===== src/rtl/load_store_unit_pkg.sv =====
// Shared RV32 definitions for the load/store unit: FSM states, funct3 codes
// and access-size decoding.
package rv32_pkg;

  typedef enum logic [1:0] {
    IDLE = 2'd0,
    BUSY = 2'd1,
    DONE = 2'd2
  } lsu_state_t;

  typedef enum logic [1:0] {
    SZ_BYTE = 2'd0,
    SZ_HALF = 2'd1,
    SZ_WORD = 2'd2
  } lsu_size_t;

  localparam logic [2:0] F3_B  = 3'b000;
  localparam logic [2:0] F3_H  = 3'b001;
  localparam logic [2:0] F3_W  = 3'b010;
  localparam logic [2:0] F3_BU = 3'b100;
  localparam logic [2:0] F3_HU = 3'b101;

  // Reserved encodings fall into the word size, matching load extraction.
  function automatic lsu_size_t access_size(input logic [2:0] f3);
    case (f3[1:0])
      2'b00:   return SZ_BYTE;
      2'b01:   return SZ_HALF;
      default: return SZ_WORD;
    endcase
  endfunction

  function automatic logic is_misaligned(input logic [2:0] f3, input logic [1:0] lo);
    case (access_size(f3))
      SZ_HALF: return lo[0];
      SZ_WORD: return lo != 2'b00;
      default: return 1'b0;
    endcase
  endfunction

endpackage


===== src/rtl/load_store_unit_if.sv =====
// Data-bus request/acknowledge interface between the load/store unit and memory.
interface load_store_unit_if;
  logic [31:0] bus_addr;
  logic [31:0] bus_wdata;
  logic [3:0]  bus_sel;
  logic        bus_read;
  logic        bus_write;
  logic [31:0] bus_rdata;
  logic        bus_ack;

  modport master (
    output bus_addr, bus_wdata, bus_sel, bus_read, bus_write,
    input  bus_rdata, bus_ack
  );

  modport slave (
    input  bus_addr, bus_wdata, bus_sel, bus_read, bus_write,
    output bus_rdata, bus_ack
  );
endinterface


===== src/rtl/load_store_unit_load_format.sv =====
// Load-path lane extraction: picks the byte/half addressed by addr_lo and
// sign- or zero-extends it according to funct3.
module lsu_load_format
  import rv32_pkg::*;
(
  input  logic [31:0] bus_rdata,
  input  logic [1:0]  addr_lo,
  input  logic [2:0]  funct3,
  output logic [31:0] load_word
);

  logic [7:0]  lane_b;
  logic [15:0] lane_h;

  always_comb begin
    lane_b = bus_rdata[{addr_lo, 3'b000} +: 8];
    lane_h = addr_lo[1] ? bus_rdata[31:16] : bus_rdata[15:0];
    case (funct3)
      F3_B:    load_word = {{24{lane_b[7]}}, lane_b};
      F3_BU:   load_word = {24'h0, lane_b};
      F3_H:    load_word = {{16{lane_h[15]}}, lane_h};
      F3_HU:   load_word = {16'h0, lane_h};
      default: load_word = bus_rdata;
    endcase
  end

endmodule


===== src/rtl/load_store_unit.sv =====
// Data-memory stage: one bus transaction per load/store, pipeline stall while
// it runs, timeout abort, store lane replication and load formatting.
module load_store_unit
  import rv32_pkg::*;
#(
  parameter int TIMEOUT = 16
) (
  input  logic                      clk,
  input  logic                      rst,
  input  logic                      mem_read,
  input  logic                      mem_write,
  input  logic [2:0]                funct3,
  input  logic [31:0]               addr,
  input  logic [31:0]               store_data,
  load_store_unit_if.master         bus,
  output logic [31:0]               load_data,
  output logic                      stall,
  output logic                      misaligned,
  output logic                      bus_err
);

  localparam logic [7:0] TIMEOUT_CNT = 8'(TIMEOUT);

  lsu_state_t  state;
  logic [7:0]  wait_cnt;
  logic        is_write;
  logic [2:0]  f3_q;
  logic [1:0]  lo_q;
  logic [31:0] addr_q;
  logic [31:0] wdata_q;
  logic [3:0]  sel_q;

  logic        req;
  logic        bad_align;
  logic        accept;
  logic        timed_out;
  logic [31:0] lane_wdata;
  logic [3:0]  lane_sel;
  logic [31:0] fmt_word;

  always_comb begin
    req       = mem_read | mem_write;
    bad_align = is_misaligned(funct3, addr[1:0]);
    accept    = (state == IDLE) && req && !bad_align;
    timed_out = (state == BUSY) && !bus.bus_ack && ((wait_cnt + 8'd1) == TIMEOUT_CNT);
    // Held low during reset so the core never sees a stall from a stale request.
    stall      = !rst && ((state == BUSY) || accept);
    misaligned = !rst && (state == IDLE) && req && bad_align;
  end

  // Lanes are computed from the request and captured at accept, so bus outputs
  // never depend combinationally on addr.
  always_comb begin
    lane_wdata = store_data;
    lane_sel   = 4'b1111;
    if (mem_write) begin
      case (access_size(funct3))
        SZ_BYTE: begin
          lane_wdata = {4{store_data[7:0]}};
          lane_sel   = 4'b0001 << addr[1:0];
        end
        SZ_HALF: begin
          lane_wdata = {2{store_data[15:0]}};
          lane_sel   = 4'b0011 << addr[1:0];
        end
        default: ;
      endcase
    end
  end

  lsu_load_format u_load_format (
    .bus_rdata (bus.bus_rdata),
    .addr_lo   (lo_q),
    .funct3    (f3_q),
    .load_word (fmt_word)
  );

  // NOTE: all state here uses non-blocking assignments so every register
  // samples pre-edge values regardless of statement order.
  always_ff @(posedge clk or posedge rst) begin
    if (rst) begin
      state     <= IDLE;
      wait_cnt  <= 8'd0;
      is_write  <= 1'b0;
      f3_q      <= 3'd0;
      lo_q      <= 2'd0;
      addr_q    <= 32'd0;
      wdata_q   <= 32'd0;
      sel_q     <= 4'd0;
      load_data <= 32'd0;
      bus_err   <= 1'b0;
    end else begin
      bus_err <= 1'b0;
      case (state)
        IDLE: begin
          if (accept) begin
            is_write <= mem_write;
            f3_q     <= funct3;
            lo_q     <= addr[1:0];
            addr_q   <= {addr[31:2], 2'b00};
            wdata_q  <= lane_wdata;
            sel_q    <= lane_sel;
            state    <= BUSY;
          end
        end
        BUSY: begin
          if (bus.bus_ack) begin
            if (!is_write) load_data <= fmt_word;
            wait_cnt <= 8'd0;
            state    <= DONE;
          end else if (timed_out) begin
            if (!is_write) load_data <= 32'd0;
            bus_err  <= 1'b1;
            wait_cnt <= 8'd0;
            state    <= DONE;
          end else begin
            wait_cnt <= wait_cnt + 8'd1;
          end
        end
        default: state <= IDLE;
      endcase
    end
  end

  assign bus.bus_addr  = addr_q;
  assign bus.bus_wdata = wdata_q;
  assign bus.bus_sel   = sel_q;
  assign bus.bus_read  = (state == BUSY) && !is_write;
  assign bus.bus_write = (state == BUSY) && is_write;

endmodule


===== src/flat_wrapper.sv =====
// flat-port wrapper written by rule: the top's interface ports become plain ports
module load_store_unit_flat import rv32_pkg::*;
#(
  parameter int TIMEOUT = 16
)
  (clk, rst, mem_read, mem_write, funct3, addr, store_data, load_data, stall, misaligned, bus_err, bus_bus_addr, bus_bus_wdata, bus_bus_sel, bus_bus_read, bus_bus_write, bus_bus_rdata, bus_bus_ack);
  load_store_unit_if bus_i ();
  input  logic clk;
  input  logic rst;
  input  logic mem_read;
  input  logic mem_write;
  input  logic [2:0] funct3;
  input  logic [31:0] addr;
  input  logic [31:0] store_data;
  output logic [31:0] load_data;
  output logic stall;
  output logic misaligned;
  output logic bus_err;
  output wire logic [$bits(bus_i.bus_addr)-1:0] bus_bus_addr;
  output wire logic [$bits(bus_i.bus_wdata)-1:0] bus_bus_wdata;
  output wire logic [$bits(bus_i.bus_sel)-1:0] bus_bus_sel;
  output wire logic [$bits(bus_i.bus_read)-1:0] bus_bus_read;
  output wire logic [$bits(bus_i.bus_write)-1:0] bus_bus_write;
  input wire logic [$bits(bus_i.bus_rdata)-1:0] bus_bus_rdata;
  input wire logic [$bits(bus_i.bus_ack)-1:0] bus_bus_ack;
  assign bus_bus_addr = bus_i.bus_addr;
  assign bus_bus_wdata = bus_i.bus_wdata;
  assign bus_bus_sel = bus_i.bus_sel;
  assign bus_bus_read = bus_i.bus_read;
  assign bus_bus_write = bus_i.bus_write;
  assign bus_i.bus_rdata = bus_bus_rdata;
  assign bus_i.bus_ack = bus_bus_ack;
  load_store_unit #(.TIMEOUT(TIMEOUT)) u_core (.clk(clk), .rst(rst), .mem_read(mem_read), .mem_write(mem_write), .funct3(funct3), .addr(addr), .store_data(store_data), .bus(bus_i), .load_data(load_data), .stall(stall), .misaligned(misaligned), .bus_err(bus_err));
endmodule

===== config.mk =====
export PLATFORM = sky130hd
export DESIGN_NAME = load_store_unit_flat
export DESIGN_NICKNAME = d
export VERILOG_FILES = /design/src/rtl/load_store_unit_pkg.sv /design/src/rtl/load_store_unit_if.sv /design/src/rtl/load_store_unit_load_format.sv /design/src/rtl/load_store_unit.sv /design/src/flat_wrapper.sv
export SDC_FILE = /design/constraint.sdc
export NUM_CORES = 1
export LEC_CHECK = 0
export ABC_CLOCK_PERIOD_IN_PS = 13500
export BUFFER_PORTS_ARGS = -buffer_cell sky130_fd_sc_hd__buf_2
export CAP_MARGIN = 5
export CORE_MARGIN = 2
export CORE_UTILIZATION = 45
export CTS_CLUSTER_SIZE = 8
export DETAILED_ROUTE_END_ITERATION = 10
export GPL_TIMING_DRIVEN = 0
export PLACE_DENSITY = 0.7
export REMOVE_ABC_BUFFERS = 1
export SETUP_SLACK_MARGIN = 0.15
export SLEW_MARGIN = 30
export SYNTH_ARGS = -nofsm -noshare
export SYNTH_HDL_FRONTEND = slang
export SYNTH_HIERARCHICAL = 1
export SYNTH_SLANG_ARGS = --single-unit
export TNS_END_PERCENT = 100

===== constraint.sdc =====
create_clock -name clk -period 13.5 [get_ports clk]
set_input_delay 2.7 -clock clk [delete_from_list [all_inputs] [get_ports clk]]
set_output_delay 2.7 -clock clk [all_outputs]
set_load 0.05 [all_outputs]

### Word-level counts from Yosys, hierarchy flattened

Index checks and enable logic that the tools add are counted.

* $add $sub $neg: 1
* equality and inequality tests: 11
* shifts and indexed selects: 3
* muxes and demuxes: 22
* bitwise gates (word level): 2
* reductions and logical operators: 24

Operators with widths (number)
* $mux 32: 5
* $pmux 32 s4: 1
* $pmux 32 s2: 1
* $shiftx 32x6->8: 1
* $mux 16: 1
* $mux 8: 2
* $logic_and 1x1->1: 10
* $add 8x1->8 const B: 1
* $eq 2x1->1 const B: 4
* $eq 8x5->1 const B: 1
* $mux 2: 4
* $pmux 2 s2: 2
* $pmux 4 s2: 1
* $eq 3x3->1 const B: 2
* $logic_not 2->1: 3
* $logic_not 1->1: 4
* $mux 4: 1
* $reduce_and 2->1: 2
* $reduce_bool 2->1: 2
* $shl 1x2->4 const A: 1
* $shl 2x2->4 const A: 1
* $eq 3x1->1 const B: 1
* $logic_not 3->1: 1
* $mux 1: 3
* other kinds (8): 8

* bits in registers: 115
* input bits: 104
* output and inout port bits: 105
* logic and storage cells: 73

### Depth between registers and ports, before layout

* word-level depth: 8
* depth in mapped cells: 8
* mapped depth without buffers: 6

### Cells and area by module

Netlist, hierarchy kept.

By module, submodules not included
* load_store_unit: instances 1, cells each 562, area each 5206.2 sq um
* lsu_load_format: instances 1, cells each 96, area each 845.8 sq um

### Least setup slack after synthesis

No wires, ideal clock.

* kind: input port to output port
* from: input rst
* to: output misaligned
* data arrival time: 5.854 ns
* required time: 10.800 ns
* slack: 4.946 ns
* stages on the path: 2
* path buffers: 0
* cells stage by stage: inv_1 > and3_1

* longest elaborated chain between the ends: 4

RTL lines
* start: declaration: RTL line flat_wrapper.sv:9 `input logic rst;`
* $logic_not 1->1: RTL line load_store_unit.sv:48 `misaligned = !rst && (state == IDLE) && req && bad_align;`
* $logic_and 1x1->1 (3 in a row): RTL line load_store_unit.sv:48
* end: declaration: RTL line flat_wrapper.sv:17 `output logic misaligned;`

No other way between the ends.

### Worst setup path in the final report

* from: input mem_write
* to: output stall

* longest elaborated chain between the ends: 5

RTL lines
* start: declaration: RTL line flat_wrapper.sv:11 `input logic mem_write;`
* $or 1x1->1: RTL line load_store_unit.sv:42 `req = mem_read | mem_write;`
* $logic_and 1x1->1 (2 in a row): RTL line load_store_unit.sv:44 `accept = (state == IDLE) && req && !bad_align;`
* $logic_or 1x1->1: RTL line load_store_unit.sv:47 `stall = !rst && ((state == BUSY) || accept);`
* $logic_and 1x1->1: RTL line load_store_unit.sv:47
* end: declaration: RTL line flat_wrapper.sv:16 `output logic stall;`

No other way between the ends.

==> results.txt <==
Fmax: 138 MHz
Cells after synthesis: 658
Post_cts resized: 0
IO Pins: 209
Area leader, netlist: dfrtp_1
Dpl hpwl: 11.4 mm
Setup WS post-layout: 6.27 ns
Most common cell on crit path: buf_2
Largest stage delay, worst path: 0.49 ns
Number of warnings issued by yosys: 6
Slew @ Worst Pin: 0.931 ns
Max-Cap Viols: 0
CP max stage cell: nand3_4
Critical path data required time: 10.80 ns
CP cell instances: buf_2 -> nor2_1 -> nor3_1 -> nand3_4 -> buf_12 -> a21oi_1 -> buf_2
Initial DRC count: 421
Rel. slew slack: 38.0%
Synth Area per Inst: 9.20 µm²
Critical-path maximum fanout: 41
Reg clk slew, reported paths: 0.05 ns
Clock Latency Late Sink: 0.41 ns
WHS: 0.473 ns
Area of the core: 0.0132 mm²
Setup Buffers After CTS: 0
First-pass GRT wire length: 26.5 mm
Layout cells sized above 1: 36.0%
Sink Count: 115
Area after DPL: 0.00725 mm²
Netlist cell types: 50
Outcome: complete, no violations
Buf+Inv Stages, Crit Path: 3
RSZ-0062 raised after global routing: no
Hold Fails Final Rpt: 0
Final RePlAce weighted congestion: 0.833
Critical Path Sink Type: primary output
Antenna viol nets, final: 0
Vias per inst: 5.30
Die height: 120 µm
Largest net degree at the start of global routing: 72
Hold crit path type: flop to flop
Post-synthesis sequential area ratio: 47.6%
Total Negative Setup Slacks: 0 ns
GRT Total Usage: 23.2%
Die Wd: 120 µm
Die Area: 0.0144 mm²
Initial antenna violation count: 1
Layout Cells excl Fill: 1032
Layout net count: 949
Total power: 2.11 mW
CP top delay family: simple AND/OR/NAND/NOR gates
H-tree depth: 4
Crit start category: primary input
Final count of negative-setup-slack endpoints: 0
Leakage: 3.97 nW
Arrival @ worst endpoint: 4.53 ns
# DRC: 0
Post-route cell area: 0.00785 mm²
Hold_buf cts: 0
Routed wire length per instance: 15.8 µm
Area grow syn2layout: 29.6%
Worst Setup Path Type: primary input to primary output
Root Buffer: clkbuf_16
Final wirelength: 16.3 mm
Drt first pass iters: 5
Pwr Density: 269 mW/mm²
Setup slack at placement: 6.22 ns
Slew Viols, Final: 0
Number of cell rows: 42
Final period util: 53.5%
I/O Buffers: 206
Via Count: 5474
Post-layout min period: 7.23 ns
Yosys top cell area share: 47.6%
VDD IR max: 0.000178 V
Starting density of the core: 45.9%
Final clock skew: 0.00555 ns
Synth Register Bits: 115
CTS Buffer Depth: 2
DP Cell Count: 1000
Vias in the first global route: 5456
Total global routing overflow: 0
Dominant cells by area after synthesis: dfrtp_1 (48%), nand2_1 (11%), o21ai_2 (4.6%)
CTS tree: yes
Finished Core Util: 59.5%
Mapped Area: 0.00605 mm²
TritonCTS Buffers: 17
## layout by cell type, fill, tap and decap left out, types with 4 or more instances in the layout
cell type  instances
nor3_1             7
a221o_1            6
o221ai_1           6
nand3_1            4
buf_16             5
a211oi_1           9
clkinv_2           6
o21ai_0           10
clkbuf_16         17
nand2b_1           4
a31oi_1           10
a2bb2oi_1          6
mux2_2             5
a2bb2oi_2         14
o31ai_1           17
nand2_1          179
a21oi_1           12
nor2b_1           19
dfrtp_1          115
o21ai_2           32
inv_1             37
o21a_1             6
nor2_1            34
a22oi_1           32
buf_2            206
mux2i_1            8
and3_1             4
## kinds of logic after synthesis
family,count (synthesis),synth area share [%]
adders and majority gates,2,0.413
DFF,115,47.6
and+or+nand+nor,266,18.8
xor gates and xnor gates,1,0.145
buffers and inverters,86,6.64
AOI/OAI and AO/OA,173,23.9
muxes,14,2.50
other,1,0.0620
## state kept, by name, indices dropped and copies added, names as in the netlist
| register | cells |
|---|---|
| u_core/bus.bus_wdata | 32 |
| u_core/load_data | 32 |
| u_core/bus.bus_addr | 30 |
| u_core/wait_cnt | 8 |
| u_core/bus.bus_sel | 4 |
| u_core/f3_q | 3 |
| u_core/lo_q | 2 |
| u_core/state | 2 |
| u_core/bus_err | 1 |
| u_core/is_write | 1 |
## layer usage
layer	GRT usage, %	part of all wire, %
met5	0	0
met2	37.1	48
met4	7.50	1.0
met1	28.8	42
met3	8.94	9.7
## final timing paths
check                                                      end  slack, ns                                start  cells past startpoint
max                                                      stall       6.27                            mem_write                      7
min                        u_core/bus.bus_addr[10]$_DFFE_PP0P_       0.47  u_core/bus.bus_addr[10]$_DFFE_PP0P_                      2
max reg2reg                    u_core/load_data[4]$_DFFE_PP0P_      10.86          u_core/state[1]$_DFFE_PP0P_                      5
min reg2reg                u_core/bus.bus_addr[10]$_DFFE_PP0P_       0.47  u_core/bus.bus_addr[10]$_DFFE_PP0P_                      2
max in group asynchronous           u_core/f3_q[0]$_DFFE_PP0P_      10.58                                  rst                      3
min in group asynchronous  u_core/bus.bus_addr[15]$_DFFE_PP0P_       2.28                                  rst                      2
## power by group
part           switching, mW  internal, mW  leakage (nW)  total [mW]
sequential             0.118         0.483          1.32       0.602
clock                  0.154         0.296         0.291       0.450
combinational          0.760         0.302          2.36        1.06
## synth_stat cells, drive strengths merged
cell type / number
o211ai: 2
mux2i: 8
o221ai: 6
a211oi: 10
nor3b: 2
and4: 2
dfrtp: 115
nand3: 5
o31a: 1
ha: 2
o21ai: 44
a21oi: 12
or3b: 1
nor4b: 1
xnor2: 1
and3: 4
mux2: 6
a22oi: 33
nand2b: 5
clkinv: 1
a31oi: 10
nor3: 7
a221o: 6
nand4: 1
conb: 1
clkbuf: 22
nor2: 35
o21a: 6
buf: 25
a21o: 1
o31ai: 17
a32oi: 1
inv: 38
o22ai: 1
nor2b: 21
nand2: 179
and2: 3
a22o: 3
a2bb2oi: 20
## cell type report
cell class / count / area [µm²]
Fill cell: 1185 / 5340
Multi-Input combinational cell: 458 / 2810
Clock buffer: 20 / 457
Sequential cell: 115 / 2880
Clock inverter: 11 / 135
Inverter: 39 / 154
Tap cell: 176 / 220
Antenna cell: 1 / 2.50
Timing Repair Buffer: 212 / 1190
## worst reg2reg max path: cells and delay by family (launching register included)
kind | cells | cell delay (ns)
compound gates | 2 | 0.31
flops | 1 | 0.39
simple gates | 3 | 1.88
Power figures use the tool's default switching activity.
